===== src/rtl/rotation_line_parser.sv =====
// Converts an ASCII stream of "L<n>\n" / "R<n>\n" lines into rotation commands
// for the dial stage, with a valid/ready output and issued/rejected counters.
module rotation_line_parser #(
    parameter int DIS_W = 10,
    parameter int CNT_W = 32,
    parameter int ERR_W = 16
) (
    input  logic             clk,
    input  logic             rst,
    input  logic             in_valid,
    output logic             in_ready,
    input  logic [7:0]       in_data,
    output logic             cmd_valid,
    input  logic             cmd_ready,
    output logic             cmd_dirn,
    output logic [DIS_W-1:0] cmd_dis,
    output logic             cmd_sat,
    output logic [CNT_W-1:0] cmd_count,
    output logic [ERR_W-1:0] err_count
);

    typedef enum logic [1:0] {IDLE, DIGITS, SKIP, EMIT} state_t;

    localparam logic [DIS_W-1:0] DIS_MAX = '1;
    localparam logic [7:0] CH_L  = 8'h4C;
    localparam logic [7:0] CH_R  = 8'h52;
    localparam logic [7:0] CH_NL = 8'h0A;
    localparam logic [7:0] CH_CR = 8'h0D;
    localparam logic [7:0] CH_SP = 8'h20;
    localparam logic [7:0] CH_0  = 8'h30;
    localparam logic [7:0] CH_9  = 8'h39;

    state_t             state, state_n;
    logic               dirn_q, dirn_n;
    logic [DIS_W-1:0]   acc_q, acc_n;
    logic               sat_q, sat_n;
    logic               seen_q, seen_n;
    logic               err_inc;
    logic               in_fire, cmd_fire, is_digit;
    logic [DIS_W+3:0]   prod;

    assign in_ready  = !rst && (state != EMIT);
    assign cmd_valid = (state == EMIT);
    assign cmd_dirn  = dirn_q;
    assign cmd_dis   = acc_q;
    assign cmd_sat   = sat_q;

    assign in_fire  = in_valid & in_ready;
    assign cmd_fire = cmd_valid & cmd_ready;
    assign is_digit = (in_data >= CH_0) && (in_data <= CH_9);
    // ASCII '0'..'9' carry their value in the low nibble; 4 extra bits hold acc*10+9
    assign prod = {4'b0000, acc_q} * (DIS_W+4)'(10) + {{DIS_W{1'b0}}, in_data[3:0]};

    always_comb begin
        state_n = state;
        dirn_n  = dirn_q;
        acc_n   = acc_q;
        sat_n   = sat_q;
        seen_n  = seen_q;
        err_inc = 1'b0;
        case (state)
            IDLE: begin
                if (in_fire) begin
                    if (in_data == CH_L || in_data == CH_R) begin
                        dirn_n  = (in_data == CH_R);
                        acc_n   = '0;
                        sat_n   = 1'b0;
                        seen_n  = 1'b0;
                        state_n = DIGITS;
                    end else if (in_data != CH_NL && in_data != CH_CR && in_data != CH_SP) begin
                        err_inc = 1'b1;
                        state_n = SKIP;
                    end
                end
            end
            DIGITS: begin
                if (in_fire) begin
                    if (is_digit) begin
                        seen_n = 1'b1;
                        if (sat_q || prod > {4'b0000, DIS_MAX}) begin
                            acc_n = DIS_MAX;
                            sat_n = 1'b1;
                        end else begin
                            acc_n = prod[DIS_W-1:0];
                        end
                    end else if (in_data == CH_NL) begin
                        if (seen_q) begin
                            state_n = EMIT;
                        end else begin
                            err_inc = 1'b1;
                            state_n = IDLE;
                        end
                    end else if (in_data != CH_CR) begin
                        err_inc = 1'b1;
                        state_n = SKIP;
                    end
                end
            end
            SKIP: begin
                if (in_fire && in_data == CH_NL) state_n = IDLE;
            end
            EMIT: begin
                if (cmd_fire) state_n = IDLE;
            end
            default: state_n = IDLE;
        endcase
    end

    always_ff @(posedge clk or posedge rst) begin
        if (rst) begin
            state     <= IDLE;
            dirn_q    <= 1'b0;
            acc_q     <= '0;
            sat_q     <= 1'b0;
            seen_q    <= 1'b0;
            cmd_count <= '0;
            err_count <= '0;
        end else begin
            state  <= state_n;
            dirn_q <= dirn_n;
            acc_q  <= acc_n;
            sat_q  <= sat_n;
            seen_q <= seen_n;
            if (cmd_fire) cmd_count <= cmd_count + 1'b1;
            if (err_inc && err_count != '1) err_count <= err_count + 1'b1;
        end
    end

endmodule


===== config.mk =====
export PLATFORM = sky130hd
export DESIGN_NAME = rotation_line_parser
export DESIGN_NICKNAME = d
export VERILOG_FILES = /design/src/rtl/rotation_line_parser.sv
export SDC_FILE = /design/constraint.sdc
export NUM_CORES = 1
export LEC_CHECK = 0
export ABC_AREA = 1
export CAP_MARGIN = 25
export CORE_MARGIN = 2
export CORE_UTILIZATION = 51
export CTS_BUF_LIST = sky130_fd_sc_hd__clkbuf_16
export DETAILED_ROUTE_END_ITERATION = 10
export PLACE_DENSITY = 0.77
export RECOVER_POWER = 50
export SLEW_MARGIN = 30
export SYNTH_ARGS = -nofsm -noshare
export SYNTH_HDL_FRONTEND = slang
export SYNTH_SLANG_ARGS = --single-unit

===== constraint.sdc =====
create_clock -name clk -period 3 [get_ports clk]
set_input_delay 0.45 -clock clk [delete_from_list [all_inputs] [get_ports clk]]
set_output_delay 0.45 -clock clk [all_outputs]
set_load 0.005 [all_outputs]

==> impl_results.md <==
- Run status: complete, no violations
- Post-placement cell area: 5150 sq um
- Wire length of the first global-routing pass: 17000 um
- Hold WS: 492 ps
- Syn_area_per_cell: 7.68 sq um
- Part of the power in registers: 0.407
- Detailed-routed wire length on met2: 4950 um
- Max-cap viol count: 0
- Peak per-stage delay on the critical path: 470 ps
- Crit path arrival time: 3070 ps
- Tightest Pin Transition: 1400 ps
- Cells after synthesis: 559
- Die height: 95.7 um
- Wire length on met1: 4700 um
- Clock-pin transition on the worst setup and hold timing paths: 50 ps
- Area of the core region: 8180 sq um
- Vias in the first global route: 3739
- Net Count, Synth: 594
- Maximum number of pins on one net before global-route repair: 27
- Fraction of power consumed by combinational cells: 0.157
- Net count of the finished layout: 681
- Filler cell count: 702
- Switching power as a share of total power: 0.277
- Power density relative to cell area: 427 nW/um^2
- Max Fclk: 0.350 GHz
- Number of sinks handled by clock tree synthesis: 63
- Count of warnings emitted by yosys: 0
- Cell with the largest stage delay on the worst path: sky130_fd_sc_hd__fa_1
- Antenna violations before repair: 0
- Cell variety after synth: 37
- Number of register bits inferred by synthesis: 63
- Max H-tree Level: 3
- Least setup slack across all paths after layout: 143 ps
- Detailed Routing Iterations Pass 1: 4
- Shortest clock period the worst path allows after layout: 2860 ps
- Element type at the critical path end: register
- Die Span X: 95.7 um
- Path type of the worst setup path: register to register
- Period utilisation layout: 0.952
- Avg WL per Cell: 13.4 um
- ANT nets after route: 0
- Pre-CTS setup slack: 21.6 ps
- Top-Level Pins: 74
- Proportion of layout cells with a drive suffix above 1: 0.0722
- HPWL after detailed placement: 7700 um
- Final Instance Area: 5440 sq um
- Count of final max-slew check failures: 0
- Portion of the post-synthesis area used by sequential elements: 0.367
- Count of input and output buffers: 73
- Initial DRC Count: 149
- Max Fanout on Critical Path: 6
- Clk root buf: sky130_fd_sc_hd__clkbuf_16
- Number of setup violations in the final report: 0
- Worst slew margin: 0.0688
- Post-route setup TNS: 0 ps
- Startpoint class of the critical path: register
- Clk_skew: 7.02 ps
- Synthesized area: 4290 sq um
- Die area: 9170 sq um
- Worst Path Required: 3210 ps
- GRT Total Usage: 0.235
- Met3 WL post-DR: 392 um
- Worst hold path class: register to register
- Switching power of the nets: 0.642 mW
- Vias after detailed routing: 3899
- Ordered list of cells on the worst path: ha_1 > ha_1 > inv_1 > fa_1 > nor2_2 > nand3_1 > nand2_1 > nand2_1 > nor2_2 > inv_1 > nor2_1 > nor2_1 > nor2_1 > nand3_2 > nand2_4 > nand2_1
- Sum of overflow across all layers after global routing: 0
- Leakage power total: 2.77 nW
- Count of standard-cell rows: 33
- Gpl congestion: 1.03
- Residual DRC: 0
- Inserted Clock Buffers: 9
- Average via count per standard cell: 5.16
- Clock tree from TritonCTS: yes
- Cell internal power dissipation: 1.68 mW
- Final routed wirelength across all metal layers: 10200 um
- Clock latency of the later-clocked register in the worst-skew pair: 330 ps
- Final Hold Vio Count: 0
- Antenna fix cells: 0
- Portion of total power attributed to the clock network: 0.436
- Effective utilization at floorplan: 0.525
- Largest voltage drop on the vdd net: 0.265 mV
- Top Layer Used: met4
- Post-synthesis to final-layout area growth: 26.7%
- CTS Buffer Depth: 2
- Utilization after layout: 0.665
-- area by class of cell --
class / count / area (sq um) / area share
multi-input combinational: 417 / 2380 / 0.438
sequential: 63 / 1580 / 0.290
timing repair buffer: 80 / 776 / 0.143
inverter: 75 / 283 / 0.0520
clock buffer: 9 / 225 / 0.0414
tap: 105 / 131 / 0.0242
clock inverter: 7 / 65.1 / 0.0120
-- path summary, 6_finish.rpt --
check                                               start                   endpoint  slack [ps]  depth (start not counted)
worst max-delay path               cmd_dis[1]$_DFFE_PP0P_     cmd_dis[3]$_DFFE_PP0P_         140                         16
worst max register to register     cmd_dis[1]$_DFFE_PP0P_     cmd_dis[3]$_DFFE_PP0P_         140                         16
max in group asynchronous                             rst  cmd_count[24]$_DFFE_PP0P_         520                          3
worst min-delay path            cmd_count[31]$_DFFE_PP0P_  cmd_count[31]$_DFFE_PP0P_         490                          1
min in group asynchronous                             rst       cmd_dirn$_DFFE_PP0P_         750                          2
worst min register to register  cmd_count[31]$_DFFE_PP0P_  cmd_count[31]$_DFFE_PP0P_         490                          1
-- worst max-delay path, delay by kind of cell (launching register included) --
family / cells / cell delay, ps
flip-flops: 1 / 380
AND/OR/NAND/NOR: 11 / 1200
adder cells (fa/ha/maj): 3 / 1000
buffers and inverters: 2 / 150
-- flip-flops by register name, indices dropped and copies added (netlist names) --
name	flops
cmd_dirn	1
cmd_sat	1
cmd_dis	10
cmd_count	32
state	2
err_count	16
seen_q	1
-- timing repair --
action / CTS / global route
cloned: 0 / 1
pin swaps: 0 / 7
gates resized for setup: 1 / 5
hold buffers: 0 / 0
buffers inserted: 0 / 2
setup endpoints to repair: 3 / 11
-- cells in the mapped netlist (all sizes together) --
cell type,count,share of area
a21boi,1,0.0017
a21oi,8,0.0093
a22oi,4,0.0070
a31oi,1,0.0015
a41oi,1,0.0064
buf,5,0.010
dfrtp,63,0.37
fa,2,0.0093
ha,21,0.061
inv,75,0.066
nand2,168,0.16
nand3,54,0.064
nand3b,2,0.0035
nand4,11,0.016
nor2,59,0.063
nor3,15,0.022
nor4,5,0.0087
o2111ai,1,0.0020
o211ai,2,0.0035
o21ai,9,0.010
o31ai,3,0.0085
xnor2,16,0.034
xor2,33,0.067
-- per-layer routing --
layer  GRT usage  vias to the layer above
met5           0                        -
met4      0.0619                        0
met3      0.0532                        8
met2       0.385                       83
met1       0.315                     1839
li1            -                     1969
-- through the flow --
| step | std cells | power, mW |
|---|---|---|
| after CTS | 753 | 2.33 |
| after floorplan | 559 | 1.17 |
| after global routing | 756 | 2.43 |
| after global placement | 737 | 1.30 |
| after detailed placement | 737 | 1.31 |
| final | 756 | 2.32 |
-- cell families after synthesis --
kind of cell | count (synthesis) | share of synthesized area
AOI/OAI and AO/OA | 30 | 0.0504
xor gates and xnor gates | 49 | 0.102
adders and majority gates | 23 | 0.0705
buffers and inverters | 80 | 0.0764
DFF | 63 | 0.367
and+or+nand+nor | 314 | 0.334
-- power by group through the flow --
stage / clock, mW / sequential [mW] / combinational, mW
floorplan: 0 / 0.951 / 0.219
global placement: 0 / 0.960 / 0.338
detailed placement: 0 / 0.961 / 0.349
finish: 1.01 / 0.945 / 0.365
global route: 1.07 / 0.952 / 0.412
CTS: 1.03 / 0.946 / 0.354
-- layout by cell type (no fill, tap or decap), types with 2 or more instances in the layout --
cell type	count
sky130_fd_sc_hd__a21oi_1	8
sky130_fd_sc_hd__nor2_1	50
sky130_fd_sc_hd__nor2_2	4
sky130_fd_sc_hd__o21ai_0	7
sky130_fd_sc_hd__nor3_1	13
sky130_fd_sc_hd__ha_1	21
sky130_fd_sc_hd__clkdlybuf4s50_1	60
sky130_fd_sc_hd__nand4_1	11
sky130_fd_sc_hd__o21ai_1	2
sky130_fd_sc_hd__nand3_1	53
sky130_fd_sc_hd__xnor2_1	15
sky130_fd_sc_hd__a22oi_1	4
sky130_fd_sc_hd__nor3_2	2
sky130_fd_sc_hd__nand2_2	4
sky130_fd_sc_hd__inv_2	2
sky130_fd_sc_hd__nor2_4	5
sky130_fd_sc_hd__nor4_1	4
sky130_fd_sc_hd__dfrtp_1	63
sky130_fd_sc_hd__clkinv_2	3
sky130_fd_sc_hd__o211ai_1	2
sky130_fd_sc_hd__xor2_1	33
sky130_fd_sc_hd__inv_1	73
sky130_fd_sc_hd__buf_4	5
sky130_fd_sc_hd__nand2_1	161
sky130_fd_sc_hd__clkbuf_16	9
sky130_fd_sc_hd__dlygate4sd3_1	13
sky130_fd_sc_hd__nand2_4	4
sky130_fd_sc_hd__nand3b_1	2
sky130_fd_sc_hd__o31ai_1	2
sky130_fd_sc_hd__fa_1	2
sky130_fd_sc_hd__clkbuf_1	2
Note: power is estimated with default switching activity, not from simulation.
